$ cat config.mk
export PLATFORM = sky130hd
export DESIGN_NAME = clk_div_bank
export DESIGN_NICKNAME = d
export VERILOG_FILES = /design/src/rtl/clk_div_bank.sv
export SDC_FILE = /design/constraint.sdc
export NUM_CORES = 1
export LEC_CHECK = 0
export CAP_MARGIN = 20
export CORE_MARGIN = 3
export CORE_UTILIZATION = 55
export CTS_CLUSTER_SIZE = 12
export DETAILED_ROUTE_END_ITERATION = 12
export HOLD_SLACK_MARGIN = 0.08
export PLACE_DENSITY = 0.72
export SYNTH_ARGS = -nofsm -noshare
export SYNTH_HDL_FRONTEND = slang
export SYNTH_HIERARCHICAL = 1
export SYNTH_SLANG_ARGS = --single-unit
$ cat constraint.sdc
create_clock -name clk_in -period 9.6 [get_ports clk_in]
set_input_delay 2.88 -clock clk_in [delete_from_list [all_inputs] [get_ports clk_in]]
set_output_delay 2.88 -clock clk_in [all_outputs]
set_load 0.05 [all_outputs]
$ cat src/rtl/clk_div_bank.sv
// Multi-channel programmable clock divider: CH independent square-wave outputs
// with per-period tick strobes and glitch-free divisor updates at period boundaries.

module clk_div_ch #(
    parameter int DIV_W       = 16,
    parameter int DEFAULT_DIV = 2
) (
    input  logic             clk_in,
    input  logic             rst,
    input  logic             ch_en,
    input  logic             sync,
    input  logic             wr_hit,
    input  logic [DIV_W-1:0] wr_div,
    output logic             clk_out,
    output logic             tick,
    output logic             pend
);
    localparam logic [DIV_W-1:0] ONE = {{(DIV_W-1){1'b0}}, 1'b1};

    logic [DIV_W-1:0] cnt, div, pdiv;
    logic             en_r;
    logic [DIV_W-1:0] cnt_n, div_n, pdiv_n, d, d_n;
    logic             pend_n, wrap, apply;

    // Divisors 0 and 1 both run as divide-by-one.
    function automatic logic [DIV_W-1:0] eff(input logic [DIV_W-1:0] v);
        return (v[DIV_W-1:1] == '0) ? ONE : v;
    endfunction

    always_comb begin
        d      = eff(div);
        wrap   = en_r && (cnt == d - ONE);
        // Period boundaries where a pending divisor may land: wrap, sync, disable.
        apply  = en_r && (!ch_en || sync || wrap);
        cnt_n  = (en_r && ch_en && !sync && !wrap) ? cnt + ONE : '0;
        div_n  = div;
        pdiv_n = pdiv;
        pend_n = pend;
        if (wr_hit && (!en_r || apply)) begin
            div_n  = wr_div;
            pend_n = 1'b0;
        end else if (wr_hit) begin
            pdiv_n = wr_div;
            pend_n = 1'b1;
        end else if (apply && pend) begin
            div_n  = pdiv;
            pend_n = 1'b0;
        end
        d_n = eff(div_n);
    end

    // Outputs are computed from next-state so they line up with cnt.
    always_ff @(posedge clk_in or negedge rst) begin
        if (!rst) begin
            cnt     <= '0;
            div     <= DIV_W'(DEFAULT_DIV);
            pdiv    <= '0;
            pend    <= 1'b0;
            en_r    <= 1'b0;
            clk_out <= 1'b0;
            tick    <= 1'b0;
        end else begin
            cnt     <= cnt_n;
            div     <= div_n;
            pdiv    <= pdiv_n;
            pend    <= pend_n;
            en_r    <= ch_en;
            clk_out <= ch_en && (cnt_n < d_n - (d_n >> 1));
            tick    <= ch_en && (cnt_n == d_n - ONE);
        end
    end
endmodule

module clk_div_bank #(
    parameter int CH          = 4,
    parameter int DIV_W       = 16,
    parameter int DEFAULT_DIV = 2
) (
    input  logic                  clk_in,
    input  logic                  rst,
    input  logic [CH-1:0]         ch_en,
    input  logic                  sync,
    input  logic                  wr_en,
    input  logic [$clog2(CH)-1:0] wr_ch,
    input  logic [DIV_W-1:0]      wr_div,
    output logic [CH-1:0]         clk_out,
    output logic [CH-1:0]         tick,
    output logic [CH-1:0]         pend
);
    logic [CH-1:0] wr_hit;

    // Out-of-range wr_ch never matches any lane index, so it is dropped.
    for (genvar i = 0; i < CH; i++) begin : g_ch
        assign wr_hit[i] = wr_en && (32'(wr_ch) == i);

        clk_div_ch #(
            .DIV_W      (DIV_W),
            .DEFAULT_DIV(DEFAULT_DIV)
        ) u_ch (
            .clk_in (clk_in),
            .rst    (rst),
            .ch_en  (ch_en[i]),
            .sync   (sync),
            .wr_hit (wr_hit[i]),
            .wr_div (wr_div),
            .clk_out(clk_out[i]),
            .tick   (tick[i]),
            .pend   (pend[i])
        );
    end
endmodule

==> qor.yml, run 1 <==
status: "completed"
finalCriticalPeriod_ps: 9036
syn_to_final_growth_pct: 10.57
instances_no_fill: 2994
htreeDepth: 1
p_leak_nw: 10.39
worstPathArrival_ps: 9510
dr.pass1.iters: 8
die_area_sq_mm: 0.04036
maxCapViolations: 0
syn_area_per_cell_sq_um: 8.735
end_kind: "flip-flop"
wl_um: 62770
cts_made_buffers: 25
antenna_found_initial: 1
clk_latency_ps: 560
slew_headroom: 0.3704
yosys_warnings: 6
slowest_delay_ps: 650
ys.flop_type: "dfrtp_1"
coreArea_sq_mm: 0.03705
power.density_mw_per_mm2: 201.6
grt_pass1_wl_um: 99200
crit_type: "in2reg"
synthesis.nets: 2642
ant_nets: 0
syn-instance-count: 2392
fin_crit_sh: 0.9413
holdCritPathClass: "reg2reg"
setup_viol: 0
startpoint_type: "input port"
fin_nets: 2721
worstPathMaxFanout: 18
cts_root_buf: "clkbuf_16"
tightestPinTransition_ps: 944.4
slew_viol_final: 0
async_flop_share: 1.000
grt-ovfl-total: 0
max_freq_ghz: 0.1107
power_mw: 4.657
final_common_cell: "ha_1"
drive_gt1_frac: 0.1325
io_pins: 38
critPathSlowestCell: "clkdlybuf4s50_1"
routed_via_density: 6.284
vias: 18810
grt_start_max_net_pins: 73
finalWorstSetupSlack_ps: 564.0
die_h_um: 200.9
hpwl_um: 48900
hold_viol: 0
first_iter_violations: 1518
wl_per_cell_um: 20.97
ys_ff_latch: 208
ctsHoldBuffers: 0
critPathRequiredTime_ps: 10080
grt_pass1_vias: 18410
syn-cell-area_sq_mm: 0.02089
gp_congestion: 0.9508
ir_drop_uv: 128.4
rows: 70
cts.clk_slew.worst_paths_ps: 70
rr_worst_depth: 42
drc: 0
grt_use_total: 0.2998
antenna_cells: 0
cts_tree: "yes"
final_util: 0.6236
io_buffers: 37
initial_utilization: 0.5640
cts.sink_count: 208
hold_depth: 2
setup_tns_ps: 0
dp_cells: 2945
cts_buffer_depth: 3
yosysSeqAreaShare: 0.2494
fp.dieW_um: 200.9
synth_edf_count: 0
dpl_worst_slack_ps: -74.17
synth_cell_types: 122
fin_skew_ps: 16.12
final_cell_mix: "ha_1, dfrtp_1, nor2_1"
[timing repair]
| item | CTS | global route |
|---|---|---|
| setup endpoints to repair | 0 | 3 |
| setup buffers | 0 | 3 |
| gates resized for setup | 0 | 8 |
[cell usage after synthesis (all sizes together), types with 8 or more instances]
cell type | instances | share of area
mux2 | 73 | 0.040
a31oi | 21 | 0.0066
a21oi | 108 | 0.026
a22oi | 17 | 0.0068
o21a | 13 | 0.0047
or2 | 8 | 0.0024
mux2i | 35 | 0.017
o21bai | 18 | 0.0066
and4 | 8 | 0.0034
dfrtp | 204 | 0.24
buf | 29 | 0.0096
a211oi | 20 | 0.0074
o211a | 15 | 0.0072
nor2 | 211 | 0.039
a311oi | 8 | 0.0042
and3 | 42 | 0.013
nor4 | 34 | 0.015
xnor2 | 161 | 0.068
nand4 | 39 | 0.012
nor2b | 25 | 0.0075
a21o | 21 | 0.0075
a2111oi | 10 | 0.0075
ha | 220 | 0.13
o211ai | 30 | 0.011
nor3 | 50 | 0.015
inv | 181 | 0.033
a221oi | 14 | 0.0079
o31ai | 23 | 0.012
xor2 | 93 | 0.039
or3 | 23 | 0.0076
nand2b | 33 | 0.0099
clkbuf | 42 | 0.0075
a21boi | 17 | 0.0061
nand2 | 197 | 0.036
nor3b | 8 | 0.0031
a211o | 8 | 0.0034
o21ai | 82 | 0.021
and2 | 25 | 0.0075
or4 | 20 | 0.0079
nand3 | 77 | 0.020
[cell type report]
cell class / instances / area (sq um)
Sequential cell: 208 / 5210
Timing Repair Buffer: 123 / 1021
Inverter: 183 / 691.9
Multi-Input combinational cell: 1930 / 14690
Fill cell: 3207 / 13950
Clock buffer: 34 / 699.4
Clock inverter: 12 / 160.2
Tap cell: 504 / 630.6
[path summary, 6_finish.rpt]
path	start	end	slack, ps
max	sync	g_ch[0].u_ch/clk_out	560
min	g_ch[2].u_ch/pdiv[2]	g_ch[2].u_ch/pdiv[2]	490
max reg2reg	g_ch[0].u_ch/div[11]	g_ch[0].u_ch/clk_out	570
min reg2reg	g_ch[2].u_ch/pdiv[2]	g_ch[2].u_ch/pdiv[2]	490
max in group asynchronous	rst	g_ch[2].u_ch/cnt[9]	5910
min in group asynchronous	rst	g_ch[0].u_ch/tick	2280
[state kept, by name, indices dropped and copies added, names as in the netlist]
register           count
g_ch.u_ch/div         64
g_ch.u_ch/pend         4
g_ch.u_ch/clk_out      4
g_ch.u_ch/pdiv        64
g_ch.u_ch/tick         4
g_ch.u_ch/cnt         64
g_ch.u_ch/en_r         4
[critical path, delay by kind of cell]
family,cells,cell delay (ps)
adder cells (fa/ha/maj),4,920
XOR/XNOR,1,170
buffers and inverters,6,1320
AND/OR/NAND/NOR,16,2550
AO/OA/AOI/OAI,11,1660
[cells by family (layout without fill, tap and decap cells)]
| kind of cell | after synthesis | after routing | share of synthesized area |
|---|---|---|---|
| simple gates | 823 | 823 | 0.2079 |
| compound gates | 516 | 516 | 0.1872 |
| xor+xnor | 259 | 259 | 0.1128 |
| buf+inv | 254 | 352 | 0.05030 |
| fa+ha+maj | 224 | 224 | 0.1356 |
| flops | 208 | 208 | 0.2494 |
| mux | 108 | 108 | 0.05689 |
[metal layers]
layer,wire [um],vias to the layer above,track usage,part of all wire
met2,28960,747,0.4953,0.46
met5,0,-,0,0
met4,2160,0,0.1066,0.034
li1,-,8741,-,-
met3,4212,144,0.02708,0.067
met1,27440,9182,0.4121,0.44
[metrics by stage]
step	area (sq um)	hold WS, ps
after floorplan	20890	449.8
after global placement	22190	467.9
after detailed placement	22190	482.2
after CTS	23050	495.5
after global routing	23100	516.0
final	23100	493.2
[power by group]
group          switching, mW  internal (mW)  leakage (nW)
clock network          0.411          0.595         0.411
logic                   1.39           1.06          7.30
registers              0.206          0.997          2.67
total                   2.01           2.65          10.4
(Power assumes the default switching activity.)
==> inputs of run 2 (changes only) <==
--- a/config.mk
+++ b/config.mk
@@ -6,10 +6,11 @@
 export NUM_CORES = 1
 export LEC_CHECK = 0
 export CAP_MARGIN = 20
-export CORE_MARGIN = 3
+export CORE_MARGIN = 5
 export CORE_UTILIZATION = 55
 export CTS_CLUSTER_SIZE = 12
 export DETAILED_ROUTE_END_ITERATION = 12
+export GPL_TIMING_DRIVEN = 0
 export HOLD_SLACK_MARGIN = 0.08
 export PLACE_DENSITY = 0.72
 export SYNTH_ARGS = -nofsm -noshare
==> run 2 against run 1 <==
Against the previous run:
- first-iteration DRC count is 3.4% lower
- fmax is 1.4% lower
- final cell count is 0.10% higher
- largest power group unchanged
- sequential share of layout area is 0.24 points lower
- largest cell class unchanged
- combinational power is 2% higher
- count of clock-buffer cells in the layout is 3 higher
- cell area is 1.1% higher
==> qor.yml, run 2 (synthesis gave the netlist of run 1 again) <==
die_area_sq_mm: 0.04199  # +4.0%
final_common_cell: "ha_1"
dp_cells: 2941  # -0.14%
critPathLaunch: "wr_en"
hold_viol: 0  # unchanged
power_mw: 4.576  # -1.7%
cts.clk_slew.worst_paths_ps: 60  # about the same
ff2ff_setup_slack_ps: 610  # +40 ps
cts_root_buf: "clkbuf_16"
cts_tree: "yes"
end_kind: "flip-flop"
coreArea_sq_mm: 0.03758  # +1.4%
first_iter_violations: 1467  # -3.4%
top_regs: "g_ch.u_ch/cnt x64, g_ch.u_ch/div x64, g_ch.u_ch/pdiv x64"
cts_buffer_depth: 3  # unchanged
fin_nets: 2721  # unchanged
grt_start_max_net_pins: 118  # +62%
fin_skew_ps: 9.612  # -6.512 ps
antenna_found_initial: 1  # unchanged
io_buffers: 37  # unchanged
final_cell_mix: "ha_1, dfrtp_1, nor2_1"
power.density_mw_per_mm2: 196.0  # -2.8%
grt_pass1_wl_um: 95260  # -4.0%
io_pins: 38  # unchanged
critPathTopFamily: "simple AND/OR/NAND/NOR gates"
critPathCapture: "g_ch[3].u_ch/clk_out"
holdCritPathClass: "reg2reg"
slowest_delay_ps: 530  # -120 ps
rr_worst_depth: 39  # -7.1%
drc: 0  # unchanged
reg2reg_from: "g_ch[0].u_ch/div[12]"
maxCapViolations: 0  # unchanged
finalInstanceArea_sq_mm: 0.02335  # +1.1%
ant_nets: 0  # unchanged
fp.dieW_um: 204.9  # +2.0%
antenna_cells: 0  # unchanged
ir_drop_uv: 129.3  # +0.74%
worstPathMaxFanout: 10  # -8
cp.depth: 36  # -5.3%
instances_no_fill: 2997  # +0.10%
vias: 18590  # -1.2%
grt_pass1_vias: 18090  # -1.7%
holdWs_ps: 484.9  # -8.322 ps
fin_crit_sh: 0.9547  # +0.01341
setup_viol: 0  # unchanged
hold_path_startpoint: "g_ch[2].u_ch/pdiv[2]"
hpwl_um: 47400  # -3.1%
slew_viol_final: 0  # unchanged
gp_congestion: 0.9381  # -1.3%
wl_per_cell_um: 20.26  # -3.4%
crit_type: "in2reg"
cts.sink_count: 208  # unchanged
ctsHoldBuffers: 0  # unchanged
crit_top_cell: "nor2_1"
initial_utilization: 0.5560  # -0.007943
p_leak_nw: 10.35  # -0.36%
tightestPinTransition_ps: 972.5  # +28.13 ps
drive_gt1_frac: 0.1400  # +0.007454
htreeDepth: 1  # unchanged
grt_use_total: 0.2792  # -0.02062
clk_latency_ps: 540  # -20 ps
critPathRequiredTime_ps: 10040  # -40 ps
status: "completed"
cp_num_buf_inv: 6  # unchanged
critPathSlowestCell: "clkdlybuf4s50_1"
wl_um: 60720  # -3.3%
slew_headroom: 0.3496  # -0.02078
rows: 71  # +1.4%
worstPathArrival_ps: 9600  # +90 ps
dpl_cell_area_sq_mm: 0.02194  # -1.1%
cts_made_buffers: 25  # unchanged
finalCriticalPeriod_ps: 9165  # +128.8 ps
syn_to_final_growth_pct: 11.77
r2r-end: "g_ch[0].u_ch/clk_out"
routed_via_density: 6.204  # -1.3%
max_freq_ghz: 0.1091  # -1.4%
startpoint_type: "input port"
grt-ovfl-total: 0  # unchanged
die_h_um: 204.9  # +2.0%
dr.pass1.iters: 5  # -3
==> run 2: worst min-delay path by stage <==
stage	end	slack [ps]	cells past startpoint
after floorplan	g_ch[2].u_ch/pdiv[3]	450	2
after detailed placement	g_ch[2].u_ch/pdiv[2]	480	2
after global placement	g_ch[2].u_ch/pdiv[3]	470	2
final	g_ch[2].u_ch/pdiv[2]	480	2
after global routing	g_ch[2].u_ch/pdiv[2]	510	2
after CTS	g_ch[2].u_ch/pdiv[2]	490	2
==> run 2: power by group <==
group,leakage [nW],total (mW),switching (mW),internal [mW]
clock network,0.371,0.925,0.383,0.542
registers,2.67,1.16,0.164,0.998
logic,7.31,2.49,1.43,1.06
total,10.3,4.58,1.97,2.60
==> run 2: layout make-up <==
class | count | area (sq um)
clock inverters | 5 | 61.31
fillers | 3287 | 14220
well taps | 511 | 639.4
clock buffers | 37 | 720.7
multi-input cells | 1930 | 15070
inverters | 183 | 694.4
repair buffers | 58 | 558.0
flip-flops and latches | 208 | 5210
plain buffers | 65 | 395.4
==> run 2: layer usage <==
layer | wire length (um) | track usage
met1 | 26350 | 0.3754
met5 | 0 | 0
met3 | 3590 | 0.02739
met2 | 28370 | 0.4702
met4 | 2402 | 0.1005
==> run 2: worst register-to-register path, delay by kind of cell (launching register included) <==
family          cells  cell delay (ps)
simple gates       17             3630
buf+inv             6              970
compound gates     10             2590
xor+xnor            2              240
flops               1              470
fa+ha+maj           4              950
==> run 2: repair_timing <==
| action | 4_1_cts | 5_1_grt |
|---|---|---|
| gates cloned | 0 | 1 |
| buffers inserted | 1 | 18 |
| pin swaps | 2 | 20 |
| endpoints found under the setup margin | 3 | 4 |
| gates resized for setup | 30 | 109 |
==> run 2: metrics by stage <==
| stage | TNS (ps) | util | worst slack, ps |
|---|---|---|---|
| 5_1_grt | -29.80 | 0.6215 | -29.80 |
| 4_1_cts | 0 | 0.6070 | 3.298 |
| 6_report | 0 | 0.6215 | 435.2 |
| 3_3_place_gp | -627920 | 0.5829 | -3081 |
| 3_5_place_dp | -4248 | 0.5838 | -1452 |
| 2_1_floorplan | 0 | - | 772.9 |
